## config.mk

```make
export PLATFORM = sky130hd
export DESIGN_NAME = snn_run_sequencer
export DESIGN_NICKNAME = d
export VERILOG_FILES = /design/src/rtl/snn_run_sequencer.sv
export SDC_FILE = /design/constraint.sdc
export NUM_CORES = 1
export LEC_CHECK = 0
export CAP_MARGIN = 40
export CORE_MARGIN = 10
export CORE_UTILIZATION = 60
export CTS_BUF_LIST = sky130_fd_sc_hd__clkbuf_8
export CTS_CLUSTER_SIZE = 40
export DETAILED_ROUTE_END_ITERATION = 16
export GPL_ROUTABILITY_DRIVEN = 0
export GPL_TIMING_DRIVEN = 0
export PLACE_DENSITY = 0.87
export SLEW_MARGIN = 10
export SYNTH_ARGS = -nofsm -noshare
export SYNTH_HDL_FRONTEND = slang
export SYNTH_SLANG_ARGS = --single-unit
```

## constraint.sdc

```tcl
create_clock -name i_clk -period 5.8 [get_ports i_clk]
set_clock_uncertainty 0.05 [all_clocks]
set_input_delay 1.16 -clock i_clk [delete_from_list [all_inputs] [get_ports i_clk]]
set_output_delay 1.16 -clock i_clk [all_outputs]
set_load 0.02 [all_outputs]
```

## src/rtl/snn_run_sequencer.sv

```systemverilog
// snn_run_sequencer
//   Runs a batch of back-to-back SNN inferences. Each sample goes through these steps:
//     1. One CLEAR cycle that pulses net_rst.
//     2. sim_time timesteps of SPIKE_PERIOD cycles each. Each timestep opens with a spike_en strobe.
//     3. A settle window of SETTLE_CYCLES cycles.
//     4. NUM_OUTPUTS store cycles that write the saturating per-output spike counts into the
//        output-count RAM.
//   Optional feature macro: SNN_SEQ_WINNER_EN. When it is defined, the block reports the argmax
//   output of each sample.
// Ports
//   i_clk, i_rst          clock, asynchronous active-high reset
//   i_start, i_abort      run control (abort wins; start only accepted in idle)
//   i_sim_time            timesteps per sample, latched on start
//   i_num_samples         samples per run (0 means 1), latched on start
//   i_spike_out           output spikes, counted in RUN/SETTLE cycles
//   o_net_rst             1-cycle network reset (each sample, and after abort)
//   o_spike_en            timestep strobe
//   o_timestep            timestep index within the sample
//   o_sample_idx          current sample index
//   o_cnt_wr_*            count RAM write port
//   o_busy, o_done        run status (done is a level)
//   o_winner_idx/_valid   argmax of last sample (zero unless SNN_SEQ_WINNER_EN)
module snn_run_sequencer #(
  parameter int unsigned NUM_OUTPUTS   = 4,
  parameter int unsigned COUNT_WIDTH   = 16,
  parameter int unsigned TIMESTEP_BITS = 8,
  parameter int unsigned SAMPLE_BITS   = 6,
  parameter int unsigned ADDR_BITS     = 10,
  parameter int unsigned SPIKE_PERIOD  = 2,
  parameter int unsigned SETTLE_CYCLES = 2,
  localparam int unsigned IDX_W        = (NUM_OUTPUTS > 1) ? $clog2(NUM_OUTPUTS) : 1
) (
  input  logic                     i_clk,
  input  logic                     i_rst,
  input  logic                     i_start,
  input  logic                     i_abort,
  input  logic [TIMESTEP_BITS-1:0] i_sim_time,
  input  logic [SAMPLE_BITS-1:0]   i_num_samples,
  input  logic [NUM_OUTPUTS-1:0]   i_spike_out,
  output logic                     o_net_rst,
  output logic                     o_spike_en,
  output logic [TIMESTEP_BITS-1:0] o_timestep,
  output logic [SAMPLE_BITS-1:0]   o_sample_idx,
  output logic                     o_cnt_wr_en,
  output logic [ADDR_BITS-1:0]     o_cnt_wr_addr,
  output logic [COUNT_WIDTH-1:0]   o_cnt_wr_data,
  output logic                     o_busy,
  output logic                     o_done,
  output logic [IDX_W-1:0]         o_winner_idx,
  output logic                     o_winner_valid
);

  localparam int unsigned PH_W  = (SPIKE_PERIOD > 1) ? $clog2(SPIKE_PERIOD) : 1;
  localparam int unsigned SET_W = (SETTLE_CYCLES > 1) ? $clog2(SETTLE_CYCLES) : 1;
  localparam logic [COUNT_WIDTH-1:0] CntMax = '1;

  typedef enum logic [2:0] {StIdle, StClear, StRun, StSettle, StStore, StDone} state_e;

  state_e                   r_state, w_next;
  logic [TIMESTEP_BITS-1:0] r_sim_time, r_timestep;
  logic [SAMPLE_BITS-1:0]   r_last_sample, r_sample_idx;
  logic [ADDR_BITS-1:0]     r_base;
  logic [PH_W-1:0]          r_phase;
  logic [SET_W-1:0]         r_settle_cnt;
  logic [IDX_W-1:0]         r_store_k;
  logic                     r_last_ts, r_done, r_abort_q;
  logic [COUNT_WIDTH-1:0]   r_counts [NUM_OUTPUTS];

  logic w_abort, w_start, w_strobe, w_last_strobe, w_run_done, w_settle_done;
  logic w_store_last, w_last_sample;

  assign w_abort       = i_abort && (r_state != StIdle);
  assign w_start       = i_start && !i_abort && (r_state == StIdle);
  assign w_strobe      = (r_state == StRun) && (r_phase == '0);
  assign w_last_strobe = w_strobe && (r_timestep == r_sim_time - TIMESTEP_BITS'(1));
  // r_last_ts covers periods longer than one cycle, where the final strobe is already past.
  assign w_run_done    = (r_phase == PH_W'(SPIKE_PERIOD - 1)) && (r_last_ts || w_last_strobe);
  assign w_settle_done = (r_settle_cnt == SET_W'(SETTLE_CYCLES - 1));
  assign w_store_last  = (r_store_k == IDX_W'(NUM_OUTPUTS - 1));
  assign w_last_sample = (r_sample_idx == r_last_sample);

  // State register
  always_ff @(posedge i_clk or posedge i_rst) begin
    if (i_rst) r_state <= StIdle;
    else       r_state <= w_next;
  end

  // Next-state logic
  always_comb begin
    w_next = r_state;
    unique case (r_state)
      StIdle:   if (w_start) w_next = StClear;
      StClear: begin
        if (r_sim_time != '0)        w_next = StRun;
        else if (SETTLE_CYCLES != 0) w_next = StSettle;
        else                         w_next = StStore;
      end
      StRun: begin
        if (w_run_done) begin
          if (SETTLE_CYCLES != 0) w_next = StSettle;
          else                    w_next = StStore;
        end
      end
      StSettle: if (w_settle_done) w_next = StStore;
      StStore: begin
        if (w_store_last) begin
          if (w_last_sample) w_next = StDone;
          else               w_next = StClear;
        end
      end
      StDone:   w_next = StIdle;
      default:  w_next = StIdle;
    endcase
    if (w_abort) w_next = StIdle;
  end

  // Sequencing datapath
  always_ff @(posedge i_clk or posedge i_rst) begin
    if (i_rst) begin
      r_sim_time    <= '0;
      r_last_sample <= '0;
      r_timestep    <= '0;
      r_sample_idx  <= '0;
      r_base        <= '0;
      r_phase       <= '0;
      r_settle_cnt  <= '0;
      r_store_k     <= '0;
      r_last_ts     <= 1'b0;
      r_done        <= 1'b0;
      r_abort_q     <= 1'b0;
    end else begin
      r_abort_q <= w_abort;
      if (w_abort) begin
        r_done       <= 1'b0;
        r_timestep   <= '0;
        r_sample_idx <= '0;
        r_base       <= '0;
      end else begin
        unique case (r_state)
          StIdle: begin
            if (w_start) begin
              r_sim_time    <= i_sim_time;
              r_last_sample <= (i_num_samples == '0) ? '0
                                                     : i_num_samples - SAMPLE_BITS'(1);
              r_done        <= 1'b0;
              r_sample_idx  <= '0;
              r_base        <= '0;
            end
          end
          StClear: begin
            r_timestep   <= '0;
            r_phase      <= '0;
            r_settle_cnt <= '0;
            r_store_k    <= '0;
            r_last_ts    <= 1'b0;
          end
          StRun: begin
            r_phase <= (r_phase == PH_W'(SPIKE_PERIOD - 1)) ? '0 : r_phase + PH_W'(1);
            if (w_strobe)      r_timestep <= r_timestep + TIMESTEP_BITS'(1);
            if (w_last_strobe) r_last_ts  <= 1'b1;
          end
          StSettle: r_settle_cnt <= r_settle_cnt + SET_W'(1);
          StStore: begin
            r_store_k <= r_store_k + IDX_W'(1);
            if (w_store_last) begin
              if (w_last_sample) begin
                r_done <= 1'b1;
              end else begin
                r_sample_idx <= r_sample_idx + SAMPLE_BITS'(1);
                r_base       <= r_base + ADDR_BITS'(NUM_OUTPUTS);
              end
            end
          end
          default: ;
        endcase
      end
    end
  end

  // Saturating per-output spike counters
  always_ff @(posedge i_clk or posedge i_rst) begin
    if (i_rst) begin
      for (int i = 0; i < NUM_OUTPUTS; i++) r_counts[i] <= '0;
    end else if (r_state == StClear) begin
      for (int i = 0; i < NUM_OUTPUTS; i++) r_counts[i] <= '0;
    end else if (r_state == StRun || r_state == StSettle) begin
      for (int i = 0; i < NUM_OUTPUTS; i++) begin
        if (i_spike_out[i] && (r_counts[i] != CntMax)) r_counts[i] <= r_counts[i] + COUNT_WIDTH'(1);
      end
    end
  end

  // Outputs
  always_comb begin
    o_net_rst     = (r_state == StClear) || r_abort_q;
    o_spike_en    = w_strobe;
    o_timestep    = r_timestep;
    o_sample_idx  = r_sample_idx;
    o_cnt_wr_en   = (r_state == StStore) && !w_abort;
    o_cnt_wr_addr = r_base + ADDR_BITS'(r_store_k);
    o_cnt_wr_data = r_counts[r_store_k];
    o_busy        = (r_state != StIdle) && (r_state != StDone);
    o_done        = r_done;
  end

`ifdef SNN_SEQ_WINNER_EN
  logic [COUNT_WIDTH-1:0] r_win_max, w_cand_max;
  logic [IDX_W-1:0]       r_win_idx, w_cand_idx, r_winner_idx;
  logic                   r_winner_valid;

  // Strict compare keeps the lowest index on ties.
  always_comb begin
    w_cand_max = r_win_max;
    w_cand_idx = r_win_idx;
    if (r_store_k == '0 || r_counts[r_store_k] > r_win_max) begin
      w_cand_max = r_counts[r_store_k];
      w_cand_idx = r_store_k;
    end
  end

  always_ff @(posedge i_clk or posedge i_rst) begin
    if (i_rst) begin
      r_win_max      <= '0;
      r_win_idx      <= '0;
      r_winner_idx   <= '0;
      r_winner_valid <= 1'b0;
    end else begin
      r_winner_valid <= 1'b0;
      if (r_state == StStore && !w_abort) begin
        r_win_max <= w_cand_max;
        r_win_idx <= w_cand_idx;
        if (w_store_last) begin
          r_winner_idx   <= w_cand_idx;
          r_winner_valid <= 1'b1;
        end
      end
    end
  end

  assign o_winner_idx   = r_winner_idx;
  assign o_winner_valid = r_winner_valid;
`else
  assign o_winner_idx   = '0;
  assign o_winner_valid = 1'b0;
`endif

endmodule
```

==> results.md <==
* Register area share after synthesis at 40.87%
* Pwr/cell area at 329.6 mW/mm^2
* Lkg Pwr at 3.166 nW
* Slowest stage delay, CP at 600 ps
* Port Buf Inserts at 65
* Commonest non-fill, non-tap cell in the layout: dfrtp_1
* Initial antenna violation count at 1
* Fillcell total at 822
* CTS tree: done
* Placement Cell Area at 0.007606 mm^2
* CP Max Fanout at 10
* # resized after CTS at 0
* Chip Width at 126.0 um
* 1st-pass router iterations at 5
* R2R setup slack at 3230 ps
* Worst Setup End Kind: output port
* Num CTS Buffers at 9
* Clk_lat worst skew at 400 ps
* CP cell instances: buf_2 -> inv_1 -> nand3_1 -> clkbuf_1 -> inv_1 -> clkdlybuf4s50_1
* Cts-stage hold buffer count at 0
* Distinct cell type count after synthesis at 65
* Hold Path Cell Cnt at 2
* FFs w/ async S/R, synth at 100.0%
* Core Area at 0.01094 mm^2
* Io pins at 70
* Global route overflow at 0
* Cell Area, Synth at 0.006735 mm^2
* Commonest register cell after synthesis: dfrtp_1
* Post-synthesis cell count at 734
* Vias per cell at 6.466
* Dpl hpwl at 13820 um
* Reg2Reg Depth at 7
* Worst-path clk slew at 100 ps
* CTS Buffer Depth at 2
* Post-CTS Setup Bufs at 0
* Status: complete, no violations
* Critical setup path kind: in -> out
* Final ANT Viol Nets at 0
* Final WL at 18660 um
* Synthesis-to-finish area growth at 15.90%
* Final number of hold-violating endpoints at 0
* Starting Density at 61.59%
* Achievable Freq at 240.2 MHz
* Commonest cells after routing, fill and taps aside: dfrtp_1, nand2_1, clkdlybuf4s50_1
* Cell area after layout at 0.007806 mm^2
* H-Tree Depth at 3
* GRT Total Usage at 23.11%
* Number of DRC markers in iteration 0 at 856
* Hold Path End: r_settle_cnt
* Worst reg2reg startpoint: r_state[1]
* Setup TNS at 0 ps
* Fin crit share at 71.79%
* CP Data Arrival Time at 2950 ps
* Largest net degree at the start of global routing at 77
* First-pass GRT wire length at 30680 um
* NumNets Final at 848
* Avg Cell Area, Syn at 9.176 um^2
* Die height at 126.0 um
* Slowest CP cell: clkdlybuf4s50_1
* Hold path start: r_settle_cnt
* Power, Total at 0.002573 W
* Worst Max-Slew Pin Slew at 679.8 ps
* RSZ-0062 raised after global routing: no
* Max-slew violation total from the final report at 0
* Most frequent CP cell: inv_1
* CTS Sinks at 110
* Share of layout cells above drive strength 1 at 9.169%
* Max_slew headroom at 54.68%
* Min-Delay Path Class: reg -> reg
* Synth Register Bits at 110
* Die footprint at 0.01586 mm^2
* Post-synth EDFFs at 0
* CP Data Required Time at 4590 ps
* DRC at 0
* Vias at 6201
* Worst setup SP type: primary input
* Final-report setup violation count at 0
* Routed WL per cell at 19.45 um
* VDD IR max at 0.2442 mV
* Root Driver: clkbuf_8
* Reg2reg end: r_state[2]
* Synthesis warning total at 0
* Max_cap viols at 0
* Final worst path period need at 4164 ps
* FP Rows at 38
* Vias in the first global route at 6196
## cell families (layout without fill, tap and decap cells)
logic type | count (synthesis) | in the layout | share of synthesized area [%]
XOR/XNOR | 50 | 50 | 6.502
other | 1 | 4 | 0.05568
AND/OR/NAND/NOR | 306 | 306 | 23.37
buffers and inverters | 68 | 150 | 4.254
adder cells (fa/ha/maj) | 12 | 12 | 2.229
AO/OA/AOI/OAI | 154 | 154 | 14.69
flip-flops | 110 | 110 | 40.87
multiplexers | 33 | 33 | 8.025
## sequential cells by signal, summed over array words and instances, names as in the netlist
register and flops:
r_counts 64, o_timestep 8, r_base 8, r_sim_time 8
o_sample_idx 6, r_last_sample 6, r_state 3, r_store_k 2
o_done 1, r_abort_q 1, r_last_ts 1, r_phase 1
r_settle_cnt 1
## per-layer routing
metal | wire length (um) | GRT usage, % | vias up
li1 | - | - | 2827
met1 | 7304 | 27.42 | 3010
met2 | 9141 | 38.53 | 307
met3 | 1622 | 6.586 | 57
met4 | 586 | 9.578 | 0
met5 | 0 | 0 | -
## per-stage QoR
stage          util, %  hold slack, ps  setup slack, ps  cells
2_1_floorplan        -           409.3             1688    736
3_3_place_gp     69.21           433.0            95.52    941
5_1_grt          71.38           480.1             1496    959
4_1_cts          71.36           458.8             1625    958
6_report         71.38           465.3             1636    959
3_5_place_dp     69.55           431.6             1660    943
## how the worst max path moves through the flow
stage | from | cells past startpoint | to | slack, ps
after floorplan | i_rst | 1 | o_done | 1690
after global placement | i_rst | 2 | r_counts[57] | 100
after detailed placement | i_abort | 6 | o_cnt_wr_en | 1660
after CTS | r_store_k[0] | 4 | o_cnt_wr_data[13] | 1630
after global routing | r_store_k[0] | 4 | o_cnt_wr_data[10] | 1500
final | i_abort | 6 | o_cnt_wr_en | 1640
## report_power, final
part	switching, W	total [W]	internal (W)
sequential	0.000138	0.00102	0.000879
combinational	0.000675	0.00107	0.000399
clock	0.000273	0.000482	0.000209
total	0.00109	0.00257	0.00149
## critical path: cells and delay by family
family | cells | cell delay [ps]
simple gates | 1 | 220
buf+inv | 5 | 1570
## area by class of cell
type                       instances  area (um^2)  share of cell area, %
sequential                       110         2753                  35.26
multi-input combinational        558         3704                  47.44
inverter                          20        80.08                  1.026
timing repair buffer              67        683.2                  8.751
antenna                            1        2.502                0.03206
tap                              140        175.2                  2.244
buffer                            48        211.5                  2.709
clock buffer                      10        137.6                  1.763
clock inverter                     5        60.06                 0.7694
## synthesized netlist by cell type (3+ instances only)
| cell | n | area, um^2 |
|---|---|---|
| xnor2_1 | 36 | 315.3 |
| nor3_1 | 12 | 60.06 |
| or2_2 | 3 | 18.77 |
| o41ai_1 | 3 | 26.28 |
| clkbuf_1 | 28 | 105.1 |
| nor4_1 | 11 | 68.82 |
| a21boi_0 | 4 | 30.03 |
| or4_1 | 13 | 97.59 |
| nor2_1 | 60 | 225.2 |
| ha_1 | 12 | 150.1 |
| mux4_2 | 16 | 360.4 |
| nor3b_1 | 3 | 22.52 |
| a21oi_1 | 28 | 140.1 |
| nand4_1 | 22 | 137.6 |
| nand2b_1 | 9 | 56.30 |
| buf_2 | 12 | 60.06 |
| a31oi_1 | 6 | 37.54 |
| mux2i_1 | 9 | 90.09 |
| a211oi_1 | 9 | 67.56 |
| and2_1 | 4 | 25.02 |
| nand2_1 | 85 | 319.1 |
| o2111ai_1 | 3 | 26.28 |
| or3_1 | 23 | 143.9 |
| and4_1 | 5 | 43.79 |
| mux2_2 | 8 | 90.09 |
| nand3_1 | 33 | 165.2 |
| o211ai_1 | 8 | 60.06 |
| inv_1 | 19 | 71.32 |
| and3_1 | 8 | 50.05 |
| o31ai_1 | 13 | 97.59 |
| buf_1 | 3 | 11.26 |
| a21o_1 | 4 | 30.03 |
| o21ai_0 | 53 | 265.3 |
| dfrtp_1 | 110 | 2753 |
| xor2_1 | 14 | 122.6 |
| buf_4 | 4 | 30.03 |
Power figures use the tool's default switching activity.
